--- src/rtl/ecc_err_telemetry.sv ---
// ecc_err_telemetry
//   Observes the ECC engine's registered telemetry (syndrome, SBE, DBE).
//   It keeps per-window SBE/DBE counts and raises sticky storm and
//   repeated-syndrome alerts. Each error is queued as a record in a small
//   first-word-fall-through FIFO that the ML engine drains.
//   This block never touches the data path.
//
//   Optional build macro: ECC_TELEM_TS_EN
//     defined   -> a free-running 16-bit timestamp fills evt_data[15:0]
//     undefined -> the timestamp counter is absent and evt_data[15:0] = 0
//
//   Handshake: evt_valid is high while the FIFO holds at least one record.
//   A record transfers on any rising clk edge with evt_valid && evt_ready.
//   evt_data holds steady while evt_valid && !evt_ready.
//   A record is accepted when the FIFO is not full. It is also accepted when
//   the FIFO is full but the head pops in the same cycle. Otherwise it is
//   dropped and evt_overflow is set.
module ecc_err_telemetry #(
   parameter int ECC_WIDTH     = 8,
   parameter int CNT_WIDTH     = 16,
   parameter int WINDOW_CYCLES = 1024,
   parameter int SBE_THRESH    = 4,
   parameter int REPEAT_THRESH = 3,
   parameter int FIFO_DEPTH    = 8
) (
   input  logic                      clk,
   input  logic                      rst_n,
   input  logic [ECC_WIDTH-1:0]      tel_syndrome,
   input  logic                      tel_sbe,
   input  logic                      tel_dbe,
   input  logic                      clr_sticky,
   output logic                      evt_valid,
   input  logic                      evt_ready,
   output logic [2+ECC_WIDTH+16-1:0] evt_data,
   output logic [CNT_WIDTH-1:0]      win_sbe_cnt,
   output logic [CNT_WIDTH-1:0]      win_dbe_cnt,
   output logic                      win_done,
   output logic                      storm_alert,
   output logic                      repeat_alert,
   output logic                      evt_overflow
);

   localparam int REC_W = 2 + ECC_WIDTH + 16;
   localparam int WP_W  = (WINDOW_CYCLES > 1) ? $clog2(WINDOW_CYCLES) : 1;
   localparam int AW    = (FIFO_DEPTH > 1) ? $clog2(FIFO_DEPTH) : 1;
   localparam int RC_W  = $clog2(REPEAT_THRESH + 1);

   localparam logic [WP_W-1:0]      WP_LAST = WP_W'(WINDOW_CYCLES - 1);
   localparam logic [CNT_WIDTH-1:0] CNT_MAX = {CNT_WIDTH{1'b1}};
   localparam logic [CNT_WIDTH-1:0] SBE_TH  = CNT_WIDTH'(SBE_THRESH);
   localparam logic [RC_W-1:0]      REP_TH  = RC_W'(REPEAT_THRESH);

   // A DBE takes priority when both flags are set in the same beat.
   logic w_is_dbe, w_is_sbe, w_is_evt, w_win_last;
   assign w_is_dbe   = tel_dbe;
   assign w_is_sbe   = tel_sbe & ~tel_dbe;
   assign w_is_evt   = tel_sbe | tel_dbe;

   logic [WP_W-1:0] r_win_pos;
   assign w_win_last = (r_win_pos == WP_LAST);

   // ---------------- timestamp ----------------
   logic [15:0] w_ts;
`ifdef ECC_TELEM_TS_EN
   logic [15:0] r_ts;
   // Free-running timestamp; it wraps naturally at 16 bits.
   always_ff @(posedge clk or negedge rst_n) begin
      if (!rst_n) r_ts <= '0;
      else        r_ts <= r_ts + 16'd1;
   end
   assign w_ts = r_ts;
`else
   assign w_ts = '0;
`endif

   // ---------------- window counters ----------------
   logic [CNT_WIDTH-1:0] r_cur_sbe, r_cur_dbe, w_sbe_next, w_dbe_next;
   always_comb begin
      w_sbe_next = r_cur_sbe;
      w_dbe_next = r_cur_dbe;
      if (w_is_sbe && r_cur_sbe != CNT_MAX) w_sbe_next = r_cur_sbe + CNT_WIDTH'(1);
      if (w_is_dbe && r_cur_dbe != CNT_MAX) w_dbe_next = r_cur_dbe + CNT_WIDTH'(1);
   end

   // Window position and counts. An event on the closing cycle still counts into that window.
   always_ff @(posedge clk or negedge rst_n) begin
      if (!rst_n) begin
         r_win_pos   <= '0;
         r_cur_sbe   <= '0;
         r_cur_dbe   <= '0;
         win_sbe_cnt <= '0;
         win_dbe_cnt <= '0;
         win_done    <= 1'b0;
      end else begin
         win_done <= w_win_last;
         if (w_win_last) begin
            r_win_pos   <= '0;
            win_sbe_cnt <= w_sbe_next;
            win_dbe_cnt <= w_dbe_next;
            r_cur_sbe   <= '0;
            r_cur_dbe   <= '0;
         end else begin
            r_win_pos <= r_win_pos + WP_W'(1);
            r_cur_sbe <= w_sbe_next;
            r_cur_dbe <= w_dbe_next;
         end
      end
   end

   // ---------------- repeat tracker ----------------
   logic [ECC_WIDTH-1:0] r_last_syn, w_last_syn_next;
   logic [RC_W-1:0]      r_rep_cnt, w_rep_next;
   always_comb begin
      w_last_syn_next = r_last_syn;
      w_rep_next      = r_rep_cnt;
      if (w_is_dbe) begin
         w_rep_next = '0;
      end else if (w_is_sbe) begin
         if (tel_syndrome == r_last_syn) begin
            if (r_rep_cnt != REP_TH) w_rep_next = r_rep_cnt + RC_W'(1);
         end else begin
            w_last_syn_next = tel_syndrome;
            w_rep_next      = RC_W'(1);
         end
      end
   end

   // Tracker state and sticky alerts. A set in the same cycle as clr_sticky wins.
   always_ff @(posedge clk or negedge rst_n) begin
      if (!rst_n) begin
         r_last_syn   <= '0;
         r_rep_cnt    <= '0;
         storm_alert  <= 1'b0;
         repeat_alert <= 1'b0;
      end else begin
         r_last_syn <= w_last_syn_next;
         r_rep_cnt  <= w_rep_next;
         if (w_is_sbe && w_sbe_next >= SBE_TH) storm_alert <= 1'b1;
         else if (clr_sticky)                  storm_alert <= 1'b0;
         if (w_is_sbe && w_rep_next == REP_TH) repeat_alert <= 1'b1;
         else if (clr_sticky)                  repeat_alert <= 1'b0;
      end
   end

   // ---------------- event FIFO ----------------
   logic [REC_W-1:0] r_mem [FIFO_DEPTH];
   logic [AW:0]      r_wr_ptr, r_rd_ptr;
   logic             w_full, w_empty, w_pop, w_push;
   logic [REC_W-1:0] w_rec;

   assign w_empty   = (r_wr_ptr == r_rd_ptr);
   assign w_full    = (r_wr_ptr[AW] != r_rd_ptr[AW]) &&
                      (r_wr_ptr[AW-1:0] == r_rd_ptr[AW-1:0]);
   assign w_pop     = ~w_empty & evt_ready;
   assign w_push    = w_is_evt & (~w_full | w_pop);
   assign w_rec     = {(w_is_dbe ? 2'b10 : 2'b01), tel_syndrome, w_ts};
   assign evt_valid = ~w_empty;
   assign evt_data  = r_mem[r_rd_ptr[AW-1:0]];

   // FIFO storage, pointers and the sticky overflow flag.
   always_ff @(posedge clk or negedge rst_n) begin
      if (!rst_n) begin
         for (int i = 0; i < FIFO_DEPTH; i++) r_mem[i] <= '0;
         r_wr_ptr     <= '0;
         r_rd_ptr     <= '0;
         evt_overflow <= 1'b0;
      end else begin
         if (w_push) begin
            r_mem[r_wr_ptr[AW-1:0]] <= w_rec;
            r_wr_ptr                <= r_wr_ptr + (AW+1)'(1);
         end
         if (w_pop) r_rd_ptr <= r_rd_ptr + (AW+1)'(1);
         if (w_is_evt && !w_push) evt_overflow <= 1'b1;
         else if (clr_sticky)     evt_overflow <= 1'b0;
      end
   end

endmodule

--- config.mk ---
export PLATFORM = sky130hd
export DESIGN_NAME = ecc_err_telemetry
export DESIGN_NICKNAME = d
export VERILOG_FILES = /design/src/rtl/ecc_err_telemetry.sv
export SDC_FILE = /design/constraint.sdc
export NUM_CORES = 1
export LEC_CHECK = 0
export CAP_MARGIN = 5
export CELL_PAD_IN_SITES_DETAIL_PLACEMENT = 0
export CELL_PAD_IN_SITES_GLOBAL_PLACEMENT = 1
export CORE_MARGIN = 3
export CORE_UTILIZATION = 40
export CTS_CLUSTER_SIZE = 14
export DETAILED_ROUTE_END_ITERATION = 16
export PLACE_DENSITY_LB_ADDON = 0.1
export SLEW_MARGIN = 0
export SYNTH_ARGS = -nofsm -noshare
export SYNTH_HDL_FRONTEND = slang
export SYNTH_SLANG_ARGS = --single-unit
--- constraint.sdc ---
create_clock -name clk -period 3.94 [get_ports clk]
set_input_delay 1.182 -clock clk [delete_from_list [all_inputs] [get_ports clk]]
set_output_delay 1.182 -clock clk [all_outputs]
set_load 0.01 [all_outputs]
* Word level (Yosys, flattened, before mapping)
Cells that the tools add are included.
Widths: inputs -> output; s select.
** Operators by class
- $add $sub $neg :: 6
- $lt $le $gt $ge :: 4
- Equality and inequality tests :: 9
- Mux-type cells :: 20
- Bitwise gates (word level) :: 11
- Reductions and logical operators :: 12
** Operators with widths (number)
- $bwmux 208 :: 1
- $bmux 26 s3 :: 1
- $demux 26 s3 :: 1
- $mux 26 :: 3
- $mux 16 :: 4
- $add 16x1->16 const B :: 2
- $ne 16x16->1 const B :: 2
- $ge 16x3->1 const B :: 1
- $add 10x1->10 const B :: 1
- $eq 10x10->1 const B :: 1
- $mux 10 :: 1
- $mux 2 :: 5
- $add 4x1->4 const B :: 2
- $eq 8x8->1 :: 1
- $ge 4x4->1 const B :: 2
- $not 3->4 :: 2
- $logic_and 1x1->1 :: 7
- $reduce_bool 2->1 :: 3
- $eq 4x4->1 :: 1
- $lt 4x1->1 const B :: 1
- $mux 1 :: 4
- $not 1->1 :: 4
- $and 1x1->1 :: 3
- $eq 3x3->1 :: 1
- 7 further kinds :: 8
** Word-level totals
- Register bits after elaboration :: 304
- Input port bits :: 14
- Output and inout port bits :: 63
- Logic and storage cells :: 83

* Longest topological paths before layout
- Depth in word-level cells :: 8
- Gate-level depth with buffers :: 8
- Depth with buffers taken out :: 7

* Worst setup path before layout
Ideal clock, no wire load.
- Path type :: input-to-reg
- Start point :: input port tel_dbe
- End point :: register storm_alert
- Library setup time :: 0.138 ns
- Data arrival time :: 2.682 ns
- Required time :: 3.802 ns
- Path slack :: 1.120 ns
- Stages :: 8
- Path buffers :: 2
- Cell sequence :: buf_2 > and4b_1 > and2_1 > buf_2 > and3_4 > or4bb_1 > a32oi_1 > a32oi_1
** On the way
- Longest elaborated chain between the ends :: 7
** RTL lines
- start: declaration :: line 30 : input logic tel_dbe,
- $not 1->1 (no line) *
- $and 1x1->1 * :: line 56 : assign w_is_sbe = tel_sbe & ~tel_dbe;
- $logic_and 1x1->1 :: line 81 : if (w_is_sbe && r_cur_sbe != CNT_MAX) w_sbe_next = r_cur_sbe + CNT_WIDTH'(1);
- $mux 16 :: line 81
- $ge 16x3->1 :: line 138 : if (w_is_sbe && w_sbe_next >= SBE_TH) storm_alert <= 1'b1;
- $logic_and 1x1->1 * :: line 138
- $mux 1 or $reduce_bool 2->1 (tied branches)
- end signal: assignment :: line 133 : storm_alert <= 1'b0;
- end signal: assignment :: line 138
- end signal: assignment :: line 139 : else if (clr_sticky) storm_alert <= 1'b0;
- end: declaration :: line 38 : output logic storm_alert,
Mark *: on every way between the ends. The rest lies on a longest branch, timed or not.
A chain may end at the register's enable or synchronous reset.

* Worst setup path in the final report
- Start point :: register r_rd_ptr[0]
- End point :: output port evt_data[25]
** On the way
- Longest elaborated chain between the ends :: 4
** RTL lines
- start: declaration :: line 147 : logic [AW:0] r_wr_ptr, r_rd_ptr;
- start signal: assignment :: line 172 : if (w_pop) r_rd_ptr <= r_rd_ptr + (AW+1)'(1);
- $not 3->4 (not written as such) :: line 158 : assign evt_data = r_mem[r_rd_ptr[AW-1:0]];
- $bmux 26 s3 :: line 158
- $mux 26 (not written as such) (2 in a row) :: line 158
- end: declaration :: line 34 : output logic [2+ECC_WIDTH+16-1:0] evt_data,
Every way passes these cells. The select of a mux whose other input is x is not followed.

==> run metrics <==
outcome finished clean; Die Span X 149 µm; synthesized-area fraction occupied by adder cells 0.760%; DRC viols 0; setup repair bufs after CTS 0; Logic pwr share 34.7%; # resized after CTS 0; Internal 0.00471 W; Diodes inserted 0; sequential area share after synthesis 53.5%; layout cells sized above 1 24.0%; Core ar. 19800 µm²; XOR/XNOR Fraction of Synth Area 5.62%; largest net degree at the start of global routing 75; Max Fclk 0.283 GHz; WP data arrival 2.35 ns; NumNets Final 756; cells along the critical path buf_12, mux4_2, mux2_2, clkdlybuf4s50_1; cts hold-fix bufs 0; Mean Syn Cell Area 12.1 µm²; Post-DRT Antenna Nets 0; Lkg Pwr 4.20 nW; global route overflow 0; Tmin final 3.54 ns; CTS tree built; worst setup path endpoint evt_data[25]; Post-Layout Inst Area 9700 µm²; Root Driver clkbuf_16; Initial Util 41.5%; max-slew violations 0; Hold WS 0.474 ns; maximum VDD drop 385 µV; reg2reg start r_rd_ptr[1]; overall routed net length 17500 µm; Longest Clk Path Bufs 2; number of max-cap violations 0; Worst Path Required 2.76 ns; CP Capture Type output port; Worst setup startpoint r_rd_ptr[0]; final setup vio count 0; Synth Area in Compound Gates 4.44%; Ys Warns 0; Layout area overhead 17.7%; initial antenna violation count 0; commonest non-fill, non-tap cells in the layout 176 x dfrtp_1, 92 x mux2_2, 61 x nand2_1; routed len/inst 17.2 µm; fill count 1762; Sequential Power Share 40.6%; net switching power 0.00207 W; largest family of logic cells by synthesized area multiplexers; routed vias 5159; CTS clk-pin slew, worst paths 0.06 ns; Port-buffer cells 60; top cells by area, synth dfrtp_1 53%, mux2_2 13%, mux4_2 5.5%; post-synth top area cell dfrtp_1; cell count after synthesis 678; DRT Pass-1 Iters 6; worst r2r dst r_mem[177]; footprint of the multi-input gates 3540 µm²; Die ar. 22300 µm²; mux cell area share after synthesis 19.4%; clock latency on the worst-skew pair 0.42 ns; via/cell ratio 5.08; most common cell after layout, fill and taps aside dfrtp_1; RSZ-0062 raised after global routing false; clock group share of total power 24.7%; Worst setup SP type flop; worst-path fanout max 24; FF-to-FF setup slack 1.48 ns; num ports 77; period utilization 89.7%; Power Density 699 nW/µm²; storage element area 4400 µm²; row cnt 51; r2r worst-path depth 7; die height 149 µm; Overall Global Routing Usage 16.6%; initial DRC count 258; CTS sink cnt 176; CP max-delay cell mux4_2; Synth Cell Area 8230 µm²; vias in the first global route 5338; Yosys top cell area share 53.5%; slew at the pin closest to its max-slew limit 0.740 ns; first-pass GRT wire length 29200 µm; Setup TNS 0 ns; H-tree levels 4; min-delay worst type flop to flop; relative slew slack 50.5%; flops & latches, synth 176; Post-Synth Simple-Gate Area 12.0%; largest stage delay on the critical path 0.54 ns; Area after DPL 9100 µm²; Final Hold Fails 0; crit path kind flop to output port; skew final 0.0109 ns; number of buffers created by CTS 17; HPWL Detailed 11700 µm; Placer Congestion 0.787; Netlist cell types 57; Sw Ratio 30.5%
-- area by class of cell --
type / instances / share of cell area, %
sequential: 176 / 45.4
multi-input combinational: 449 / 36.5
timing repair buffer: 80 / 8.01
clock buffer: 22 / 5.10
tap: 265 / 3.42
clock inverter: 10 / 1.01
inverter: 13 / 0.503
-- critical path: cells and delay by family, from the launching register on --
kind                   cells  cell delay (ns)
DFF                        1             0.37
buffers and inverters      2             0.71
muxes                      2             0.84
-- worst min path at each step --
stage,endpoint,start,cells after the start,slack (ns)
5_1_grt,win_dbe_cnt[12],win_dbe_cnt[12],2,0.50
3_3_place_gp,r_win_pos[8],r_win_pos[8],1,0.45
4_1_cts,r_win_pos[0],r_win_pos[0],1,0.48
6_report,r_win_pos[8],r_win_pos[8],1,0.47
3_5_place_dp,r_win_pos[8],r_win_pos[8],1,0.47
2_1_floorplan,r_win_pos[8],r_win_pos[8],1,0.44
-- sequential cells by signal, summed over array words and instances, names as in the netlist --
signal        flops
r_cur_dbe        16
win_sbe_cnt      16
r_cur_sbe        16
r_mem            80
r_rd_ptr          4
repeat_alert      1
r_rep_cnt         2
win_done          1
storm_alert       1
r_win_pos        10
evt_overflow      1
r_wr_ptr          4
r_last_syn        8
win_dbe_cnt      16
-- power by group through the flow --
stage | Sequential (W) | Combinational (W) | Clock (W)
5_1_grt | 0.00282 | 0.00257 | 0.00181
3_3_place_gp | 0.00274 | 0.00233 | 0
6_report | 0.00275 | 0.00235 | 0.00167
2_1_floorplan | 0.00262 | 0.00173 | 0
3_5_place_dp | 0.00278 | 0.00239 | 0
4_1_cts | 0.00275 | 0.00240 | 0.00172
-- synthesized netlist by cell type, drive strengths merged --
cell type	count
dfrtp	176
mux2	92
nand2	61
nor2	55
buf	40
o21ai	37
xnor2	30
xor2	22
mux4	20
nand3	19
clkbuf	15
inv	13
and3	11
mux2i	11
nand4	10
nor3	8
and2	6
and4	6
ha	5
a211oi	4
a21oi	4
nand2b	4
nor3b	4
a31oi	2
a32oi	2
a41oi	2
nor2b	2
o31ai	2
or3	2
a2111oi	1
a21o	1
and3b	1
and4b	1
conb	1
nor4	1
nor4b	1
o211ai	1
o21a	1
o22ai	1
or2	1
or4	1
or4bb	1
-- layer usage --
layer	wire length [µm]	part of all wire, %	global-route usage, %
met3	598	3.4	3.42
met5	0	0	0
met1	8490	49	24.3
met2	8210	47	25.6
met4	164	0.94	4.12
-- logic make-up after synthesis --
group / after synthesis
fa+ha+maj: 5
xor+xnor: 52
simple gates: 195
mux: 123
flops: 176
buf+inv: 68
compound gates: 58
other cells: 1
-- stage by stage --
step / instances / total power, W / util [%] / setup WS [ns]
finish: 1015 / 0.00678 / 48.9 / 0.404
global route: 1015 / 0.00720 / 48.9 / 0.292
CTS: 1015 / 0.00687 / 48.9 / 0.342
detailed placement: 983 / 0.00516 / 45.9 / 0.397
global placement: 983 / 0.00508 / 45.9 / 0.414
floorplan: 693 / 0.00435 / - / 1.12
Note: power is estimated with default switching activity, not from simulation.
